===== src/rtl/uart_receiver.sv =====
// ---------------------------------------------------------------------------
// uart_receiver
//   8N1 serial receiver with 16x oversampling. The line is synchronized,
//   then each bit is decided by a 2-of-3 majority vote around mid-bit.
//   The FSM only moves on baud_tick clocks.
//
// Ports
//   clk        system clock, rising edge
//   rst        synchronous active-high reset
//   baud_tick  one-clk enable at 16x the bit rate
//   rx         asynchronous serial input, idle high, LSB first
//   data       last correctly framed byte, held until the next good frame
//   valid      one-clk pulse, data updated in the same cycle
//   frame_err  one-clk pulse when the stop bit is sampled low
//   busy       high whenever the FSM is not in IDLE
// ---------------------------------------------------------------------------
module uart_receiver (
    input  logic       clk,
    input  logic       rst,
    input  logic       baud_tick,
    input  logic       rx,
    output logic [7:0] data,
    output logic       valid,
    output logic       frame_err,
    output logic       busy
);

    typedef enum logic [1:0] {
        IDLE  = 2'd0,
        START = 2'd1,
        DATA  = 2'd2,
        STOP  = 2'd3
    } state_t;

    state_t     state_q, state_d;
    logic       rx_meta_q, rx_s_q;
    logic [3:0] cnt_q, cnt_d;
    logic [2:0] bit_idx_q, bit_idx_d;
    logic [7:0] shift_q, shift_d;
    logic [7:0] data_q, data_d;
    logic       valid_q, valid_d;
    logic       ferr_q, ferr_d;
    logic       armed_q, armed_d;
    logic       samp7_q, samp7_d;
    logic       samp8_q, samp8_d;
    logic [3:0] cnt_inc;
    logic       maj;

    // Value cnt takes on this tick; sampling points are defined on it.
    assign cnt_inc = cnt_q + 4'd1;

    // Majority of the two stored samples and the live sample; only
    // meaningful on the tick where cnt_inc == 9.
    assign maj = (samp7_q & samp8_q) | (samp7_q & rx_s_q) | (samp8_q & rx_s_q);

    always_comb begin
        state_d   = state_q;
        cnt_d     = cnt_q;
        bit_idx_d = bit_idx_q;
        shift_d   = shift_q;
        data_d    = data_q;
        valid_d   = 1'b0;
        ferr_d    = 1'b0;
        armed_d   = armed_q;
        samp7_d   = samp7_q;
        samp8_d   = samp8_q;

        if (baud_tick) begin
            cnt_d = cnt_inc;
            if (cnt_inc == 4'd7) samp7_d = rx_s_q;
            if (cnt_inc == 4'd8) samp8_d = rx_s_q;
            // Any high sample re-arms start detection.
            if (rx_s_q) armed_d = 1'b1;

            case (state_q)
                IDLE: begin
                    if (!rx_s_q && armed_q) begin
                        state_d   = START;
                        cnt_d     = 4'd0;
                        bit_idx_d = 3'd0;
                        armed_d   = 1'b0;
                    end
                end
                START: begin
                    if (cnt_inc == 4'd9 && maj) begin
                        // Start bit did not hold low: false start.
                        state_d = IDLE;
                        cnt_d   = 4'd0;
                    end else if (cnt_q == 4'd15) begin
                        state_d = DATA;
                        cnt_d   = 4'd0;
                    end
                end
                DATA: begin
                    if (cnt_inc == 4'd9) shift_d = {maj, shift_q[7:1]};
                    if (cnt_q == 4'd15) begin
                        cnt_d     = 4'd0;
                        bit_idx_d = bit_idx_q + 3'd1;
                        if (bit_idx_q == 3'd7) state_d = STOP;
                    end
                end
                STOP: begin
                    // Leave at mid stop bit so a following start edge
                    // with zero idle time is not missed.
                    if (cnt_inc == 4'd9) begin
                        state_d = IDLE;
                        cnt_d   = 4'd0;
                        if (maj) begin
                            data_d  = shift_q;
                            valid_d = 1'b1;
                        end else begin
                            ferr_d  = 1'b1;
                            // A held-low break must not restart reception
                            // until the line has been seen high again.
                            armed_d = 1'b0;
                        end
                    end
                end
                default: begin
                    state_d = IDLE;
                    cnt_d   = 4'd0;
                end
            endcase
        end
    end

    always_ff @(posedge clk) begin
        if (rst) begin
            rx_meta_q <= 1'b1;
            rx_s_q    <= 1'b1;
            state_q   <= IDLE;
            cnt_q     <= 4'd0;
            bit_idx_q <= 3'd0;
            shift_q   <= 8'h00;
            data_q    <= 8'h00;
            valid_q   <= 1'b0;
            ferr_q    <= 1'b0;
            armed_q   <= 1'b0;
            samp7_q   <= 1'b1;
            samp8_q   <= 1'b1;
        end else begin
            rx_meta_q <= rx;
            rx_s_q    <= rx_meta_q;
            state_q   <= state_d;
            cnt_q     <= cnt_d;
            bit_idx_q <= bit_idx_d;
            shift_q   <= shift_d;
            data_q    <= data_d;
            valid_q   <= valid_d;
            ferr_q    <= ferr_d;
            armed_q   <= armed_d;
            samp7_q   <= samp7_d;
            samp8_q   <= samp8_d;
        end
    end

    assign data      = data_q;
    assign valid     = valid_q;
    assign frame_err = ferr_q;
    assign busy      = (state_q != IDLE);

endmodule


===== config.mk =====
export PLATFORM = sky130hd
export DESIGN_NAME = uart_receiver
export DESIGN_NICKNAME = d
export VERILOG_FILES = /design/src/rtl/uart_receiver.sv
export SDC_FILE = /design/constraint.sdc
export NUM_CORES = 1
export LEC_CHECK = 0
export BUFFER_PORTS_ARGS = -buffer_cell sky130_fd_sc_hd__buf_2
export CAP_MARGIN = 20
export CORE_MARGIN = 2
export CORE_UTILIZATION = 52
export DETAILED_ROUTE_END_ITERATION = 8
export GPL_TIMING_DRIVEN = 0
export MAX_ROUTING_LAYER = met4
export PLACE_DENSITY = 0.74
export SLEW_MARGIN = 15
export SYNTH_ARGS = -nofsm -noshare
export SYNTH_HDL_FRONTEND = slang
export SYNTH_SLANG_ARGS = --single-unit

===== constraint.sdc =====
create_clock -name clk -period 1.7 [get_ports clk]
set_input_delay 0.34 -clock clk [delete_from_list [all_inputs] [get_ports clk]]
set_output_delay 0.34 -clock clk [all_outputs]
set_load 0.01 [all_outputs]

### Word-level counts from Yosys, hierarchy flattened

Index checks and enable logic that the tools add are counted.

* add/subtract/negate cells: 2
* eq/ne operators: 13
* mux-type cells: 22
* bitwise gates (word level): 8
* reduce and logical (&&, ||, !) cells: 13

Operators by type and width (count)
* $mux 4: 4
* $pmux 4 s4: 1
* $eq 4x4->1 const B: 3
* $mux 2: 6
* $ne 2x2->1 const B: 4
* $pmux 2 s4: 1
* $reduce_and 4->1: 2
* $mux 1: 6
* $mux 3: 2
* $pmux 3 s2: 1
* $reduce_and 6->1: 1
* $add 4x1->4 const B: 1
* $eq 2x2->1 const B: 2
* $eq 4x3->1 const B: 1
* $reduce_and 2->1: 2
* $reduce_bool 2->1: 2
* $reduce_or 4->1: 1
* $add 3x1->3 const B: 1
* $and 1x1->1: 3
* $eq 3x3->1 const B: 1
* $ne 3x3->1 const B: 1
* $not 1->1: 3
* $reduce_and 3->1: 1
* $eq 2x1->1 const B: 1
* 5 further kinds: 7

* flip-flop bits (word level): 32
* input port bits: 4
* output and inout bits: 11
* word-level logic and storage cells: 70

### Logic depth before layout (Yosys ltp)

Gate-level depths: netlist of the first run.

* depth after elaboration: 6
* depth in mapped cells: 8
* depth with buffers taken out: 7

### Worst setup path before layout of the first run

Ideal clock, no wire load.

* path type: register -> register
* start: reg cnt_q[1]
* end: reg data_q[6] (netlist: data[6])
* data arrival time: 1717 ps
* data required time: 1572 ps
* path slack: -145 ps
* stages on the path, launching flop included: 9
* path buffers: 1
* clock period less this slack: 1845 ps
* cell sequence: dfxtp_1 > ha_1 > and2_4 > nand4b_1 > o21ai_4 > and4_4 > buf_12 > mux2i_1 > nor2_1

* word-level cells in the longest chain between the ends: 3

Ends and longest elaborated chain
* start: declaration: RTL line 37 `logic [3:0] cnt_q, cnt_d;`
* start signal: assignment: RTL line 145 `cnt_q <= cnt_d;`
* $add 4x1->4: RTL line 50 `assign cnt_inc = cnt_q + 4'd1;`
* $eq 4x4->1: RTL line 105 `if (cnt_inc == 4'd9) begin`
* $reduce_and 4->1 (no line)
* end signal: assignment: RTL line 148 `data_q <= data_d;`
* end: declaration: RTL line 40 `logic [7:0] data_q, data_d;`

No other way between the ends.
A chain may end at the register's enable or synchronous reset.

### Worst setup path in the final report of the first run

* start: reg cnt_q[1]
* end: reg data_q[4] (netlist: data[4])

Same word-level chain as after synthesis.

==> results of run 1 <==
## layout make-up
cell class / instances / area share [%]
Multi-Input combinational cell: 137 / 49.4
Clock inverter: 1 / 0.272
Inverter: 9 / 1.83
Clock buffer: 6 / 2.24
Tap cell: 33 / 2.24
Timing Repair Buffer: 20 / 6.25
Buffer: 7 / 2.58
Sequential cell: 32 / 35.2
## logic make-up (layout without fill, tap and decap cells)
| group | count (synthesis) | in the layout | share of synthesized area [%] |
|---|---|---|---|
| mux | 11 | 11 | 6.97 |
| flops | 32 | 32 | 40.5 |
| simple gates | 79 | 79 | 23.8 |
| compound gates | 33 | 33 | 13.1 |
| xor+xnor | 3 | 3 | 1.66 |
| buf+inv | 17 | 43 | 5.38 |
| fa+ha+maj | 11 | 11 | 8.55 |
## state kept, by name (all words and copies together) (netlist names), named ones only
register / cells
armed_q: 1
rx_meta_q: 1
rx_s_q: 1
cnt_q: 4
samp8_q: 1
shift_q: 8
valid: 1
state_q: 1
frame_err: 1
samp7_q: 1
bit_idx_q: 3
data: 8
## stage by stage
step	std cells	utilization [%]	TNS, ns	setup slack [ns]
detailed placement	233	57.5	-1.24	-0.145
global route	245	61.9	-2.36	-0.190
finish	245	61.9	-0.610	-0.0853
CTS	243	60.0	-0.614	-0.0811
floorplan	186	-	0	0.0152
global placement	233	57.5	-0.632	-0.0770
## worst min path at each step
stage                   start         to  slack [ns]  depth (start not counted)
global placement    rx_meta_q     rx_s_q        0.39                          1
global route               rx  rx_meta_q        0.18                          2
finish                     rx  rx_meta_q        0.20                          2
detailed placement  rx_meta_q     rx_s_q        0.41                          1
CTS                        rx  rx_meta_q        0.20                          2
floorplan           rx_meta_q     rx_s_q        0.39                          1
## synth_stat cells (2+ instances only)
| cell type | n | share of area (%) |
|---|---|---|
| sky130_fd_sc_hd__a21o_1 | 2 | 0.95 |
| sky130_fd_sc_hd__or2_2 | 2 | 0.79 |
| sky130_fd_sc_hd__o21ai_0 | 8 | 2.5 |
| sky130_fd_sc_hd__nand3_1 | 5 | 1.6 |
| sky130_fd_sc_hd__a21oi_1 | 12 | 3.8 |
| sky130_fd_sc_hd__nand4b_1 | 3 | 1.7 |
| sky130_fd_sc_hd__and3_1 | 3 | 1.2 |
| sky130_fd_sc_hd__nand2_1 | 34 | 8.1 |
| sky130_fd_sc_hd__nand2b_1 | 5 | 2.0 |
| sky130_fd_sc_hd__a22oi_1 | 3 | 1.4 |
| sky130_fd_sc_hd__mux2i_1 | 11 | 7.0 |
| sky130_fd_sc_hd__clkbuf_1 | 5 | 1.2 |
| sky130_fd_sc_hd__dfxtp_1 | 32 | 41 |
| sky130_fd_sc_hd__xnor2_1 | 2 | 1.1 |
| sky130_fd_sc_hd__nor3_1 | 5 | 1.6 |
| sky130_fd_sc_hd__nor2_1 | 16 | 3.8 |
| sky130_fd_sc_hd__ha_1 | 10 | 7.9 |
| sky130_fd_sc_hd__inv_1 | 9 | 2.1 |
## metal layers
metal	vias up	track usage, %
met2	21	32.1
met4	0	10.1
met3	7	6.33
met5	-	-
li1	685	-
met1	629	25.0
## power by group
part	switching, W	total [W]	internal, W
logic	0.0000545	0.0000902	0.0000357
registers	0.0000117	0.000770	0.000759
clock network	0.000240	0.000392	0.000152
total	0.000306	0.00125	0.000946
## what timing repair did
action                     4_1_cts  5_1_grt
resized for setup                2       12
setup endpoints to repair       24       27
buffers inserted                 4        2
pin swaps                        2        3
==> parameters.txt, run 1 <==
Parameter                              Value

Run status
  Result of the run    finished, violations left
  Violations in the final reports    negative setup slack

Critical path
  Slowest library cell on the worst path    sky130_fd_sc_hd__dfxtp_4
  Launching point of the worst reg2reg path    cnt_q[1]
  Worst r2r dst    data[4]
  Crit path max-delay family    simple AND/OR/NAND/NOR gates
  Critical path capture point type    register
  End of the critical path    data[4]
  WP data required    1.91 ns
  Critical Path Stages    8
  Buffer and inverter count on the worst path    1
  Critical path, cell by cell    ha_4 > and2_4 > nand4b_1 > o21ai_4 > and4_4 > buf_12 > mux2i_2 > nor2_1
  Crit Path Max Fanout    9
  Worst setup slack for register-to-register paths    -0.09 ns
  Data arrival at the endpoint of the critical path    2.00 ns
  Startpoint types    register
  Max stage delay on crit path    0.39 ns
  Launch point of the critical path    cnt_q[1]
  Kind of critical path    register to register
  Worst reg2reg path depth    8

Route
  Detailed-route wire length per cell    12.9 µm
  Met2 WL    1520 µm
  Wire length the detailed router placed on met1    1490 µm
  Vias    1342
  DR vias/cell    5.48
  Top routing layer in use    met4
  Wire length on met3    98 µm
  Remaining design rule violation count    0
  Total wire length after detailed routing    3160 µm
  DRT Pass-1 Iters    4
  Final antenna-violating net count    0
  DRT iter0 DRCs    86

Synth
  Cells after Synth    186
  Dominant synthesized flop cell    sky130_fd_sc_hd__dfxtp_1
  Number of enable-type register cells in the synthesized netlist    0
  Number of library cell types mapped by synthesis    37
  FFs w/ async S/R, synth    0%
  Area of the mapped netlist    0.00158 mm²
  Net count of the mapped netlist    200
  Sequential-to-total area share from yosys stat    40.5%
  Average cell area after synthesis    8.50 µm²
  Total number of yosys warnings    0
  Register bit count reported by yosys    32

Timing
  Final Worst Setup Slack    -0.0853 ns
  Ratio of final minimum period to clock period    105%
  Min Hold Slack    0.197 ns
  Worst slew slack as a fraction of its limit    69.4%
  Clock period minus worst slack    1.79 ns
  Worst Clk Skew    0.0119 ns
  Final hold violation count    0
  Final setup violation count    9
  RSZ-0062 raised after global routing    true
  Max Freq    560 MHz
  Slew Limit Fails    0
  Slew at the pin closest to its max-slew limit    0.460 ns

Floorplanning
  Initial core utilization    53.1%
  Total Die Area    0.00350 mm²
  Height of the chip    59.1 µm
  Std cell rows    20
  Placeable core region    0.00298 mm²
  Die outline width    59.1 µm
  IO Count    15

Global route
  Number of global-route vias before repair    1224
  Total GRT Usage    20.9%
  Largest net degree at the start of global routing    11
  Initial antenna violation count    0
  Total overflow reported by the global router    0
  Wire length of the first global-routing pass    5330 µm

Placement
  Post-detailed-placement half-perimeter wirelength    2290 µm
  Cell area after placement    0.00171 mm²
  Number of buffer cells added on primary ports    14
  GP Congestion    0.881

Clocking
  Reg clk slew, reported paths    0.09 ns
  TritonCTS clock tree    built
  Skew-Pair Late Insertion Delay    0.33 ns
  TritonCTS Sinks    32
  Longest Clk Path Bufs    2
  Hold-fix buffers at CTS    0
  CTS H-tree lvls    2
  Clock root buffer master    sky130_fd_sc_hd__clkbuf_4
  Clock buffer count from CTS    5

Final layout
  Top library cells by usage in the layout, fill and taps aside    sky130_fd_sc_hd__nand2_1, sky130_fd_sc_hd__dfxtp_1, sky130_fd_sc_hd__nor2_1
  Most common library cell in the layout ignoring fill and taps    sky130_fd_sc_hd__nand2_1
  Fin area    0.00184 mm²
  # fillers    266
  Seq. cell area    648 µm²
  Area occupied by multi-input gates    911 µm²
  Fraction of final layout cells sized beyond drive strength 1    23.1%
  Syn-to-layout area delta    16.6%
  Number of antenna diodes    0
  Net count of the finished layout    226

Hold path
  Hold Path Class    input port to register

Power
  Worst supply voltage drop on vdd    0.418 mV
  Total Power    0.00125 W
  Pwr dens    680 mW/mm²
  Total leakage power    0.705 nW

Flow run
  Total of max-cap violations    0
(Power assumes the default switching activity.)
==> run 2: changes to the inputs <==
- CTS_CLUSTER_SIZE: default -> 8
- PLACE_DENSITY: 0.74 -> 0.83
- SETUP_SLACK_MARGIN: default -> 0.15
==> parameters.txt, run 2 (synthesized netlist as in run 1, its figures left out) <==
Parameter                              Value

Global route
  Total overflow reported by the global router    0
  Total GRT Usage    23.0%
  Number of global-route vias before repair    1336
  Largest net degree at the start of global routing    11
  Wire length of the first global-routing pass    5840 µm
  Initial antenna violation count    0

Power
  Switching pwr    0.000332 W
  Pwr dens    679 mW/mm²
  Internal portion of total power    0.00104 W
  Logic pwr share    6.7%
  Worst supply voltage drop on vdd    0.492 mV
  Part of the power in registers    56.1%
  Total Power    0.00137 W
  Total leakage power    0.798 nW
  Clock Power Share    37.1%
  Switching fraction of total power    24.1%

Critical path
  Worst reg2reg path depth    10
  Startpoint types    register
  Data arrival at the endpoint of the critical path    2.13 ns
  Crit Path Max Fanout    8
  Worst setup slack for register-to-register paths    -0.17 ns
  WP data required    1.96 ns
  Critical path capture point type    register
  Worst r2r dst    shift_q[7]
  Kind of critical path    register to register
  Launching point of the worst reg2reg path    cnt_q[1]

Floorplanning
  Initial core utilization    53.1%
  Height of the chip    59.1 µm
  Total Die Area    0.00350 mm²
  Placeable core region    0.00298 mm²
  IO Count    15
  Die outline width    59.1 µm
  Std cell rows    20

Timing
  Ratio of final minimum period to clock period    110%
  Final Worst Setup Slack    -0.174 ns
  RSZ-0062 raised after global routing    true
  Max Freq    534 MHz
  Slew at the pin closest to its max-slew limit    0.518 ns
  Slew Limit Fails    0
  Clock period minus worst slack    1.87 ns
  Final hold violation count    0
  Worst Clk Skew    0.0175 ns
  Final setup violation count    24
  Worst slew slack as a fraction of its limit    65.5%

Hold path
  Number of cells on the worst hold path    2
  Endpoint of the worst hold path    rx_meta_q
  Hold Crit Start    rx
  Hold Path Class    input port to register

Clocking
  Clock buffer count from CTS    5
  Hold-fix buffers at CTS    0
  Longest Clk Path Bufs    2
  TritonCTS clock tree    built
  Reg clk slew, reported paths    0.10 ns
  TritonCTS Sinks    32
  Clock root buffer master    sky130_fd_sc_hd__clkbuf_4
  CTS H-tree lvls    2
  Skew-Pair Late Insertion Delay    0.34 ns

Route
  Total wire length after detailed routing    3700 µm
  Final antenna-violating net count    0
  Remaining design rule violation count    0
  DRT iter0 DRCs    58
  Detailed-route wire length per cell    14.6 µm
  Vias    1438
  DRT Pass-1 Iters    4
  DR vias/cell    5.66

Final layout
  Syn-to-layout area delta    28.2%
  Most common library cell in the layout ignoring fill and taps    sky130_fd_sc_hd__nand2_1
  Post-route core utilization    68.0%
  Fraction of final layout cells sized beyond drive strength 1    31.7%
  Top library cells by usage in the layout, fill and taps aside    sky130_fd_sc_hd__nand2_1, sky130_fd_sc_hd__dfxtp_1, sky130_fd_sc_hd__nor2_1
  Net count of the finished layout    234
  # fillers    237
  Number of antenna diodes    0

Placement
  GP Congestion    0.853
  Post-detailed-placement half-perimeter wirelength    2190 µm
  Number of buffer cells added on primary ports    14

Flow run
  Total of max-cap violations    0

Run status
  Violations in the final reports    negative setup slack
  Result of the run    finished, violations left
[run 2: worst max path at each step]
stage	from	slack, ns	endpoint
after floorplan	cnt_q[1]	0.02	data[6]
after global placement	cnt_q[1]	-0.10	data[3]
after detailed placement	cnt_q[1]	-0.13	data[5]
after CTS	cnt_q[1]	-0.14	data[5]
after global routing	cnt_q[1]	-0.24	data[6]
final	cnt_q[1]	-0.17	shift_q[7]
[run 2: routing by layer]
layer  share of wire (%)  track usage [%]
met1                  41             24.1
met2                  52             39.4
met5                   0                -
met3                 6.2             8.08
met4                 1.2             9.09
[run 2: worst max-delay path: stages (launching register included)]
cell and delay [ns]:
sky130_fd_sc_hd__dfxtp_4 0.40, sky130_fd_sc_hd__ha_4 0.17, sky130_fd_sc_hd__and2_4 0.17, sky130_fd_sc_hd__nand4b_1 0.19, sky130_fd_sc_hd__o21ai_4 0.13, sky130_fd_sc_hd__buf_6 0.13, sky130_fd_sc_hd__buf_6 0.10, sky130_fd_sc_hd__and3_4 0.19
sky130_fd_sc_hd__buf_8 0.13, sky130_fd_sc_hd__nand2_1 0.06, sky130_fd_sc_hd__a21oi_1 0.14
[run 2: repair_timing]
item / 4_1_cts / 5_1_grt
resized for setup: 20 / 24
setup buffers: 11 / 1
gates cloned: 1 / 0
pin swaps: 10 / 15
setup endpoints to repair: 29 / 30
[run 2: power by group through the flow]
stage | registers, W | logic, W | clock network (W)
CTS | 0.000771 | 0.0000854 | 0.000518
detailed placement | 0.000789 | 0.0000718 | 0
global placement | 0.000789 | 0.0000710 | 0
finish | 0.000772 | 0.0000925 | 0.000511
global route | 0.000774 | 0.000102 | 0.000550
floorplan | 0.000786 | 0.0000517 | 0
[run 2: cell type report]
| type | instances | area (µm²) | share of cell area (%) |
|---|---|---|---|
| multi-input cells | 137 | 962 | 47.5 |
| clock inverters | 1 | 5.00 | 0.247 |
| flip-flops and latches | 32 | 651 | 32.1 |
| repair buffers | 27 | 199 | 9.82 |
| inverters | 9 | 36.3 | 1.79 |
| plain buffers | 8 | 65.1 | 3.21 |
| well taps | 33 | 41.3 | 2.04 |
| clock buffers | 7 | 66.3 | 3.27 |
[run 2: per-stage QoR]
stage               setup WS, ns  setup TNS [ns]  area, µm²  hold slack (ns)  std cells
finish                    -0.174           -2.44       2030            0.182        254
global route              -0.242           -4.26       2030            0.172        254
CTS                       -0.136           -1.84       1950            0.176        253
detailed placement        -0.134           -1.13       1710            0.402        233
global placement          -0.101          -0.752       1710            0.393        233
floorplan                 0.0223               0       1600            0.389        186
==> run 3: changes to the inputs <==
- CORE_UTILIZATION: 52 -> 57
- PLACE_DENSITY: 0.83 -> 0.86
- clock period: 1.7 -> 1.95 ns (I/O delays scaled with it)
==> parameters.txt, run 3 (synthesized netlist as in run 1, its figures left out) <==
Parameter                              Value

Final layout
  Post-route core utilization    68.9%
  Fin area    0.00185 mm²
  Net count of the finished layout    227
  Number of antenna diodes    0
  # fillers    232
  Most common library cell in the layout ignoring fill and taps    sky130_fd_sc_hd__nand2_1
  Fraction of final layout cells sized beyond drive strength 1    20.6%
  Syn-to-layout area delta    17.2%
  Top library cells by usage in the layout, fill and taps aside    sky130_fd_sc_hd__nand2_1, sky130_fd_sc_hd__dfxtp_1, sky130_fd_sc_hd__nor2_1

Timing
  Slew at the pin closest to its max-slew limit    0.454 ns
  RSZ-0062 raised after global routing    true
  Min Hold Slack    0.232 ns
  Worst Clk Skew    0.0101 ns
  Final hold violation count    0
  Ratio of final minimum period to clock period    91.3%
  Final setup violation count    0
  Max Freq    562 MHz
  Final Worst Setup Slack    0.169 ns
  Clock period minus worst slack    1.78 ns
  Slew Limit Fails    0
  Worst slew slack as a fraction of its limit    69.7%

Placement
  Post-detailed-placement half-perimeter wirelength    2180 µm
  Cell area after placement    0.00170 mm²
  Pre-CTS setup slack    -0.00633 ns
  Number of buffer cells added on primary ports    14
  GP Congestion    0.916

Critical path
  Buffer and inverter count on the worst path    1
  WP data required    2.17 ns
  Critical path capture point type    register
  Max stage delay on crit path    0.40 ns
  Kind of critical path    register to register
  Slowest library cell on the worst path    sky130_fd_sc_hd__dfxtp_4
  Startpoint types    register
  Critical Path Stages    8
  Critical path, cell by cell    ha_4 > and2_4 > nand4b_1 > o21ai_4 > and4_4 > buf_12 > mux2i_1 > nor2_1
  Worst reg2reg path depth    8
  Crit path max-delay family    simple AND/OR/NAND/NOR gates
  Data arrival at the endpoint of the critical path    2.00 ns
  Crit Path Max Fanout    9

Floorplanning
  Initial core utilization    58.8%
  Total Die Area    0.00321 mm²
  IO Count    15
  Height of the chip    56.7 µm
  Std cell rows    19
  Die outline width    56.7 µm
  Placeable core region    0.00269 mm²

Route
  DR vias/cell    5.56
  Vias    1361
  Final antenna-violating net count    0
  DRT Pass-1 Iters    4
  Remaining design rule violation count    0
  Total wire length after detailed routing    3140 µm
  DRT iter0 DRCs    70
  Detailed-route wire length per cell    12.8 µm

Clocking
  CTS H-tree lvls    2
  TritonCTS Sinks    32
  Clock root buffer master    sky130_fd_sc_hd__clkbuf_4
  Clock buffer count from CTS    5
  Reg clk slew, reported paths    0.10 ns
  Skew-Pair Late Insertion Delay    0.34 ns
  TritonCTS clock tree    built
  Longest Clk Path Bufs    2

Global route
  Total GRT Usage    22.3%
  Total overflow reported by the global router    0
  Met1 Track Usage GR    25.1%
  GR met2 Demand/Resource    36.4%
  Met3 demand-to-capacity share in global routing    6.68%
  Largest net degree at the start of global routing    12
  Initial antenna violation count    0
  Number of global-route vias before repair    1258
  Global routing's busiest layer    met2
  Wire length of the first global-routing pass    5370 µm

Hold path
  Hold Path Class    input port to register
  Number of cells on the worst hold path    2

Run status
  Result of the run    finished clean

Power
  Pwr dens    674 mW/mm²
  Total leakage power    0.731 nW
  Total Power    0.00125 W
  Worst supply voltage drop on vdd    0.612 mV

Flow run
  Total of max-cap violations    0
run 3: cell count changes in the layout (fill, tap and decap cells not counted), moves of 4 or more:
cell | before | now
sky130_fd_sc_hd__o21ai_0 | 1 | 7
sky130_fd_sc_hd__nand2_1 | 29 | 34
sky130_fd_sc_hd__o21ai_1 | 6 | 0
sky130_fd_sc_hd__nand2_2 | 4 | 0
run 3: layout make-up:
class,count,area [µm²],share of cell area (%)
timing repair buffer,20,115,6.22
sequential,32,649,35.1
tap,31,38.8,2.09
multi-input combinational,137,876,47.3
clock inverter,3,42.5,2.30
buffer,8,58.8,3.18
clock buffer,5,37.5,2.03
inverter,9,33.8,1.82
run 3: worst register-to-register path: cells and delay by family (launching register included):
kind,cells,cell delay [ns]
adders and majority gates,1,0.16
buffers and inverters,1,0.13
muxes,1,0.18
AOI/OAI and AO/OA,1,0.13
and+or+nand+nor,4,0.65
DFF,1,0.40
run 3: path summary, 6_finish.rpt:
| check | start | endpoint | slack (ns) |
|---|---|---|---|
| max | cnt_q[1] | data[6] | 0.17 |
| min | rx | rx_meta_q | 0.23 |
| max reg2reg | cnt_q[1] | data[6] | 0.17 |
| min reg2reg | rx_meta_q | rx_s_q | 0.44 |
run 3: routing by layer:
metal | up-vias | routed length [µm] | part of all wire, %
li1 | 687 | - | -
met1 | 624 | 1360 | 43
met2 | 44 | 1560 | 50
met3 | 6 | 188 | 6.0
met4 | 0 | 34 | 1.1
met5 | - | 0 | 0
run 3: per-stage QoR:
step	setup TNS, ns	instances
final	0	245
after global routing	0	245
after CTS	0	242
after detailed placement	-0.0140	231
after global placement	0	231
after floorplan	0	186
run 3: what timing repair did:
item / 4_1_cts / 5_1_grt
hold buffers: 0 / 0
buffers inserted: 3 / 3
gates resized for setup: 4 / 9
endpoints found under the setup margin: 17 / 26
pin swaps: 1 / 2
gates cloned: 0 / 0
run 3: where the power goes:
group | leakage, nW | switching (W) | internal, W
clock network | 0.0412 | 0.000235 | 0.000267
logic | 0.429 | 0.0000451 | 0.0000287
registers | 0.261 | 0.0000102 | 0.000662
total | 0.731 | 0.000290 | 0.000958
